$ cat src/rtl/gpu_mem_sequencer.sv
// rtl/gpu_mem_sequencer.sv - three-beat memory-stage sequencer with pipeline/host round-robin arbitration
module gpu_mem_sequencer #(
  parameter int DATA_W = 18,
  parameter int ADDR_W = 10
) (
  input  logic                CLK,
  input  logic                RST,
  input  logic                pipe_req,
  input  logic                pipe_we,
  input  logic [ADDR_W-1:0]   A1M,
  input  logic [ADDR_W-1:0]   A2M,
  input  logic [ADDR_W-1:0]   A3M,
  input  logic [3*DATA_W-1:0] writeDataM,
  output logic [3*DATA_W-1:0] RDM,
  output logic                stall,
  output logic                pipe_done,
  input  logic                host_req,
  input  logic                host_we,
  input  logic [ADDR_W-1:0]   host_addr,
  input  logic [DATA_W-1:0]   host_wdata,
  output logic                host_gnt,
  output logic [DATA_W-1:0]   host_rdata,
  output logic                host_rvalid,
  output logic [ADDR_W-1:0]   ram_addr,
  output logic                ram_we,
  output logic [DATA_W-1:0]   ram_wdata,
  input  logic [DATA_W-1:0]   ram_rdata
);

  typedef enum logic [2:0] {
    S_IDLE,
    S_P0,
    S_P1,
    S_P2,
    S_PFIN,
    S_HOST,
    S_HOSTR
  } state_t;

  state_t                state_q, state_d;
  logic                  last_host_q, last_host_d;   // 1 = host held the RAM last
  logic                  pipe_we_q, pipe_we_d;
  logic                  host_we_q, host_we_d;
  logic [3*ADDR_W-1:0]   addr_q, addr_d;             // lane i address at [i*ADDR_W +: ADDR_W]
  logic [3*DATA_W-1:0]   wdata_q, wdata_d;
  logic [3*DATA_W-1:0]   rdm_q, rdm_d;
  logic [DATA_W-1:0]     host_rdata_q, host_rdata_d;
  logic                  pipe_done_q, pipe_done_d;
  logic                  host_gnt_q, host_gnt_d;
  logic                  host_rvalid_q, host_rvalid_d;
  logic [ADDR_W-1:0]     ram_addr_q, ram_addr_d;
  logic                  ram_we_q, ram_we_d;
  logic [DATA_W-1:0]     ram_wdata_q, ram_wdata_d;
  logic                  pipe_wins;

  // Pipeline takes a tie only when the host was served last.
  assign pipe_wins = pipe_req && (!host_req || last_host_q);

  // The pipeline is frozen from the first request cycle until its final beat completes.
  assign stall = pipe_req && (state_q != S_PFIN);

  assign RDM         = rdm_q;
  assign pipe_done   = pipe_done_q;
  assign host_gnt    = host_gnt_q;
  assign host_rdata  = host_rdata_q;
  assign host_rvalid = host_rvalid_q;
  assign ram_addr    = ram_addr_q;
  assign ram_we      = ram_we_q;
  assign ram_wdata   = ram_wdata_q;

  // Next-state and next-output logic; RAM controls are set up on the edge entering each beat state.
  always_comb begin
    state_d       = state_q;
    last_host_d   = last_host_q;
    pipe_we_d     = pipe_we_q;
    host_we_d     = host_we_q;
    addr_d        = addr_q;
    wdata_d       = wdata_q;
    rdm_d         = rdm_q;
    host_rdata_d  = host_rdata_q;
    pipe_done_d   = 1'b0;
    host_gnt_d    = 1'b0;
    host_rvalid_d = 1'b0;
    ram_addr_d    = ram_addr_q;
    ram_we_d      = 1'b0;
    ram_wdata_d   = ram_wdata_q;

    case (state_q)
      S_IDLE: begin
        if (pipe_wins) begin
          state_d     = S_P0;
          last_host_d = 1'b0;
          pipe_we_d   = pipe_we;
          addr_d      = {A3M, A2M, A1M};
          wdata_d     = writeDataM;
          ram_addr_d  = A1M;
          ram_wdata_d = writeDataM[0 +: DATA_W];
          ram_we_d    = pipe_we;
        end else if (host_req) begin
          state_d     = S_HOST;
          last_host_d = 1'b1;
          host_we_d   = host_we;
          ram_addr_d  = host_addr;
          ram_wdata_d = host_wdata;
          ram_we_d    = host_we;
          host_gnt_d  = 1'b1;
        end
      end
      S_P0: begin
        state_d     = S_P1;
        ram_addr_d  = addr_q[ADDR_W +: ADDR_W];
        ram_wdata_d = wdata_q[DATA_W +: DATA_W];
        ram_we_d    = pipe_we_q;
      end
      S_P1: begin
        state_d     = S_P2;
        ram_addr_d  = addr_q[2*ADDR_W +: ADDR_W];
        ram_wdata_d = wdata_q[2*DATA_W +: DATA_W];
        ram_we_d    = pipe_we_q;
        if (!pipe_we_q) rdm_d[0 +: DATA_W] = ram_rdata;
      end
      S_P2: begin
        state_d     = S_PFIN;
        pipe_done_d = 1'b1;
        if (!pipe_we_q) rdm_d[DATA_W +: DATA_W] = ram_rdata;
      end
      S_PFIN: begin
        state_d = S_IDLE;
        if (!pipe_we_q) rdm_d[2*DATA_W +: DATA_W] = ram_rdata;
      end
      S_HOST: begin
        if (host_we_q) begin
          state_d = S_IDLE;
        end else begin
          state_d       = S_HOSTR;
          host_rvalid_d = 1'b1;
        end
      end
      S_HOSTR: begin
        state_d      = S_IDLE;
        host_rdata_d = ram_rdata;
      end
      default: state_d = S_IDLE;
    endcase
  end

  // Single state register; reset aborts any sequence and hands the first tie to the pipeline.
  always_ff @(posedge CLK or negedge RST) begin
    if (!RST) begin
      state_q       <= S_IDLE;
      last_host_q   <= 1'b1;
      pipe_we_q     <= 1'b0;
      host_we_q     <= 1'b0;
      addr_q        <= '0;
      wdata_q       <= '0;
      rdm_q         <= '0;
      host_rdata_q  <= '0;
      pipe_done_q   <= 1'b0;
      host_gnt_q    <= 1'b0;
      host_rvalid_q <= 1'b0;
      ram_addr_q    <= '0;
      ram_we_q      <= 1'b0;
      ram_wdata_q   <= '0;
    end else begin
      state_q       <= state_d;
      last_host_q   <= last_host_d;
      pipe_we_q     <= pipe_we_d;
      host_we_q     <= host_we_d;
      addr_q        <= addr_d;
      wdata_q       <= wdata_d;
      rdm_q         <= rdm_d;
      host_rdata_q  <= host_rdata_d;
      pipe_done_q   <= pipe_done_d;
      host_gnt_q    <= host_gnt_d;
      host_rvalid_q <= host_rvalid_d;
      ram_addr_q    <= ram_addr_d;
      ram_we_q      <= ram_we_d;
      ram_wdata_q   <= ram_wdata_d;
    end
  end

endmodule

$ cat config.mk
export PLATFORM = sky130hd
export DESIGN_NAME = gpu_mem_sequencer
export DESIGN_NICKNAME = d
export VERILOG_FILES = /design/src/rtl/gpu_mem_sequencer.sv
export SDC_FILE = /design/constraint.sdc
export NUM_CORES = 1
export LEC_CHECK = 0
export CAP_MARGIN = 20
export CORE_MARGIN = 10
export CORE_UTILIZATION = 41
export DETAILED_ROUTE_END_ITERATION = 16
export GPL_ROUTABILITY_DRIVEN = 0
export PLACE_DENSITY = 0.82
export SKIP_CTS_REPAIR_TIMING = 1
export SYNTH_ARGS = -nofsm -noshare
export SYNTH_HDL_FRONTEND = slang
export SYNTH_SLANG_ARGS = --single-unit
export TNS_END_PERCENT = 5
$ cat constraint.sdc
create_clock -name CLK -period 1.7 [get_ports CLK]
set_input_delay 0.51 -clock CLK [delete_from_list [all_inputs] [get_ports CLK]]
set_output_delay 0.51 -clock CLK [all_outputs]
set_load 0.05 [all_outputs]
==> impl_metrics.csv <==
group,metric,value,unit
status,status,"finished with violations",
status,violations,"negative hold slack, negative setup slack",
placement,portBuffers,240,
setup_path,crit_start,"state_q[2]",
grt,met1_usage,21.3,%
grt,grt_use_met3,4.20,%
timing,min_period_over_period,106,%
setup_path,slowest_delay,0.43,ns
final_layout,final_nets,893,
logic_synthesis,yosysWarnings,0,
logic_synthesis,synth_area,0.00689,mm2
min_path,min_path_type,"in -> async",
setup_path,crit_end,"stall",
final_layout,n_fill_cell,969,
timing,setup_ws,-0.105,ns
logic_synthesis,yosysSeqAreaShare,60.3,%
grt,antenna_found_initial,0,
clocking,clk_pin_slew,0.07,ns
clocking,clkSinkCount,166,
setup_path,cp-start-kind,"register",
logic_synthesis,syn-mean-instance-area,14.4,um2
grt,grtUsageTotal,18.7,%
setup_path,r2r_start,"state_q[1]",
setup_path,path_cells,"buf_6 -> a21boi_4 -> buf_12",
route,post_drt_via_cell_ratio,5.39,
route,vias,5337,
final_layout,final_cell_mix,"dfrtp_1, clkdlybuf4s50_1, buf_12",
logic_synthesis,yosys.area.top_type,"dfrtp_1",
final_layout,syn_to_final_growth,73.9,%
final_layout,final_common_cell,"dfrtp_1",
floorplan,core_area,0.0165,mm2
setup_path,worstSetupEndpointType,"output pin",
logic_synthesis,syn_nets,614,
floorplan,fp-row-count,47,
logic_synthesis,synthCells,478,
clocking,cts_tree,"built",
timing,slew_headroom,73.6,%
floorplan,die_w,150,um
timing,drv_slew,0,
logic_synthesis,async_reset_ff_share,100,%
final_layout,n_antenna_cell,0,
route,dr.pass1.iters,5,
power_and_ir_drop,ir_drop,0.00164,V
power_and_ir_drop,power_density,2350,mW/mm2
setup_path,worstPathArrival,1.29,ns
placement,hpwl,16.3,mm
clocking,clockBufferDepth,2,
setup_path,crit-reg2reg-capture,"ram_addr[9]",
clocking,cts_root_buffer,"clkbuf_16",
floorplan,die_area,0.0224,mm2
floorplan,initial_core_util,41.7,%
route,drc,0,
final_layout,drive_above_1_share,46.5,%
timing,finalSetupViolCount,71,
power_and_ir_drop,power,28200,uW
logic_synthesis,synth_edf_count,0,
grt,grt_max_degree,43,
final_layout,post-route-util,72.5,%
timing,fin_crit,1.80,ns
timing,fin_skew,0.0129,ns
floorplan,fp.dieH,150,um
setup_path,reg2reg_setup_slack,-0.09,ns
timing,hold_viol,2,
clocking,htreeDepth,4,
timing,grt_setup_unrepaired,"true",
route,ant_nets,0,
route,drtIter0Drc,384,
setup_path,worstSetupPathType,"reg -> out",
power_and_ir_drop,p_leak,0.00524,uW
setup_path,worst_path_max_delay_cell,"dfrtp_2",
route,wire_per_inst,23.9,um
grt,top_usage_layer,"met2",
logic_synthesis,synth-seq-cells,166,
grt,grt_pass1_wl,32.8,mm
timing,worst_pin_slew,0.396,ns
job,maxCapViolations,0,
grt,overflow,0,
clocking,worstSkewPairLatency,0.42,ns
setup_path,crit_required,1.19,ns
timing,max_freq,554,MHz
logic_synthesis,synth_area_leaders,"dfrtp_1, mux2_2, mux2i_1",
clocking,numCtsBuffers,17,
grt,first_global_vias,5732,
setup_path,ff2ff_path_depth,7,
grt,met2_usage,33.5,%
setup_path,worstPathMaxFanout,3,
logic_synthesis,synth_cell_type_count,29,
logic_synthesis,ys.flop_type,"dfrtp_1",
timing,hold_ws,-0.00302,ns
floorplan,pin_count,241,
route,finalWirelength,23.6,mm
timing,finalSetupTns,-2.37,ns
logic_synthesis,synth_top_area_share,60.0,%
-- worst max-delay path, delay by kind of cell, from the launching register on --
kind | cells | cell delay, ns
buffers and inverters | 2 | 0.28
AOI/OAI and AO/OA | 1 | 0.16
DFF | 1 | 0.43
-- worst min path at each step --
stage                     from          end  slack (ns)  cells past startpoint
final                      RST   addr_q[27]      -0.003                      1
after global routing       RST   addr_q[27]       0.007                      1
after CTS                  RST   addr_q[21]      -0.005                      1
after detailed placement   RST   addr_q[21]        0.45                      1
after global placement     RST  ram_addr[1]        0.44                      1
after floorplan            RST       RDM[0]        0.21                      0
-- metrics by stage --
stage	hold WS [ns]	cells	area, um2	setup WS (ns)
2_1_floorplan	0.214	478	6890	-0.0184
3_3_place_gp	0.436	938	10800	-0.481
3_5_place_dp	0.445	938	10800	-0.538
4_1_cts	-0.00502	970	11400	-0.406
5_1_grt	0.00652	990	12000	-0.127
6_report	-0.00302	990	12000	-0.105
-- cells by family after synthesis --
family / synth area share [%]
AOI/OAI and AO/OA: 7.25
muxes: 25.0
buffers and inverters: 3.18
and+or+nand+nor: 4.23
DFF: 60.3
-- per-layer routing --
metal | routed length, um | up-vias
met2 | 12800 | 228
met3 | 1430 | 43
met5 | 0 | -
li1 | - | 2316
met4 | 610 | 0
met1 | 8810 | 2750
-- synth_stat cells (all sizes together) (3+ instances only) --
| master | instances |
|---|---|
| a22oi | 28 |
| buf | 29 |
| clkbuf | 3 |
| dfrtp | 165 |
| inv | 5 |
| mux2 | 128 |
| mux2i | 28 |
| nand2 | 36 |
| nand3 | 3 |
| nor2 | 4 |
| nor3 | 4 |
| o21ai | 3 |
| o221ai | 28 |
-- report_power, final --
part           internal (uW)  leakage [uW]  total [uW]  switching, uW
logic                   8410       0.00296       16500           8080
clock network           2200      0.000283        3870           1670
registers               5970       0.00199        7840           1870
-- state kept, by name (all words and copies together), names as in the netlist, 3 cells and up --
register and cells:
addr_q 20, wdata_q 36, RDM 54, ram_wdata 18, host_rdata 18, state_q 3, ram_addr 10
-- layout make-up --
| cell class | instances | area [um2] | share of cell area, % |
|---|---|---|---|
| multi-input cells | 275 | 2780 | 23.2 |
| clock buffers | 17 | 425 | 3.55 |
| inverters | 5 | 18.8 | 0.157 |
| repair buffers | 292 | 4150 | 34.7 |
| clock inverters | 15 | 169 | 1.41 |
| well taps | 220 | 275 | 2.30 |
| flip-flops and latches | 166 | 4160 | 34.7 |
No activity file was read; power rests on OpenSTA's default activity.
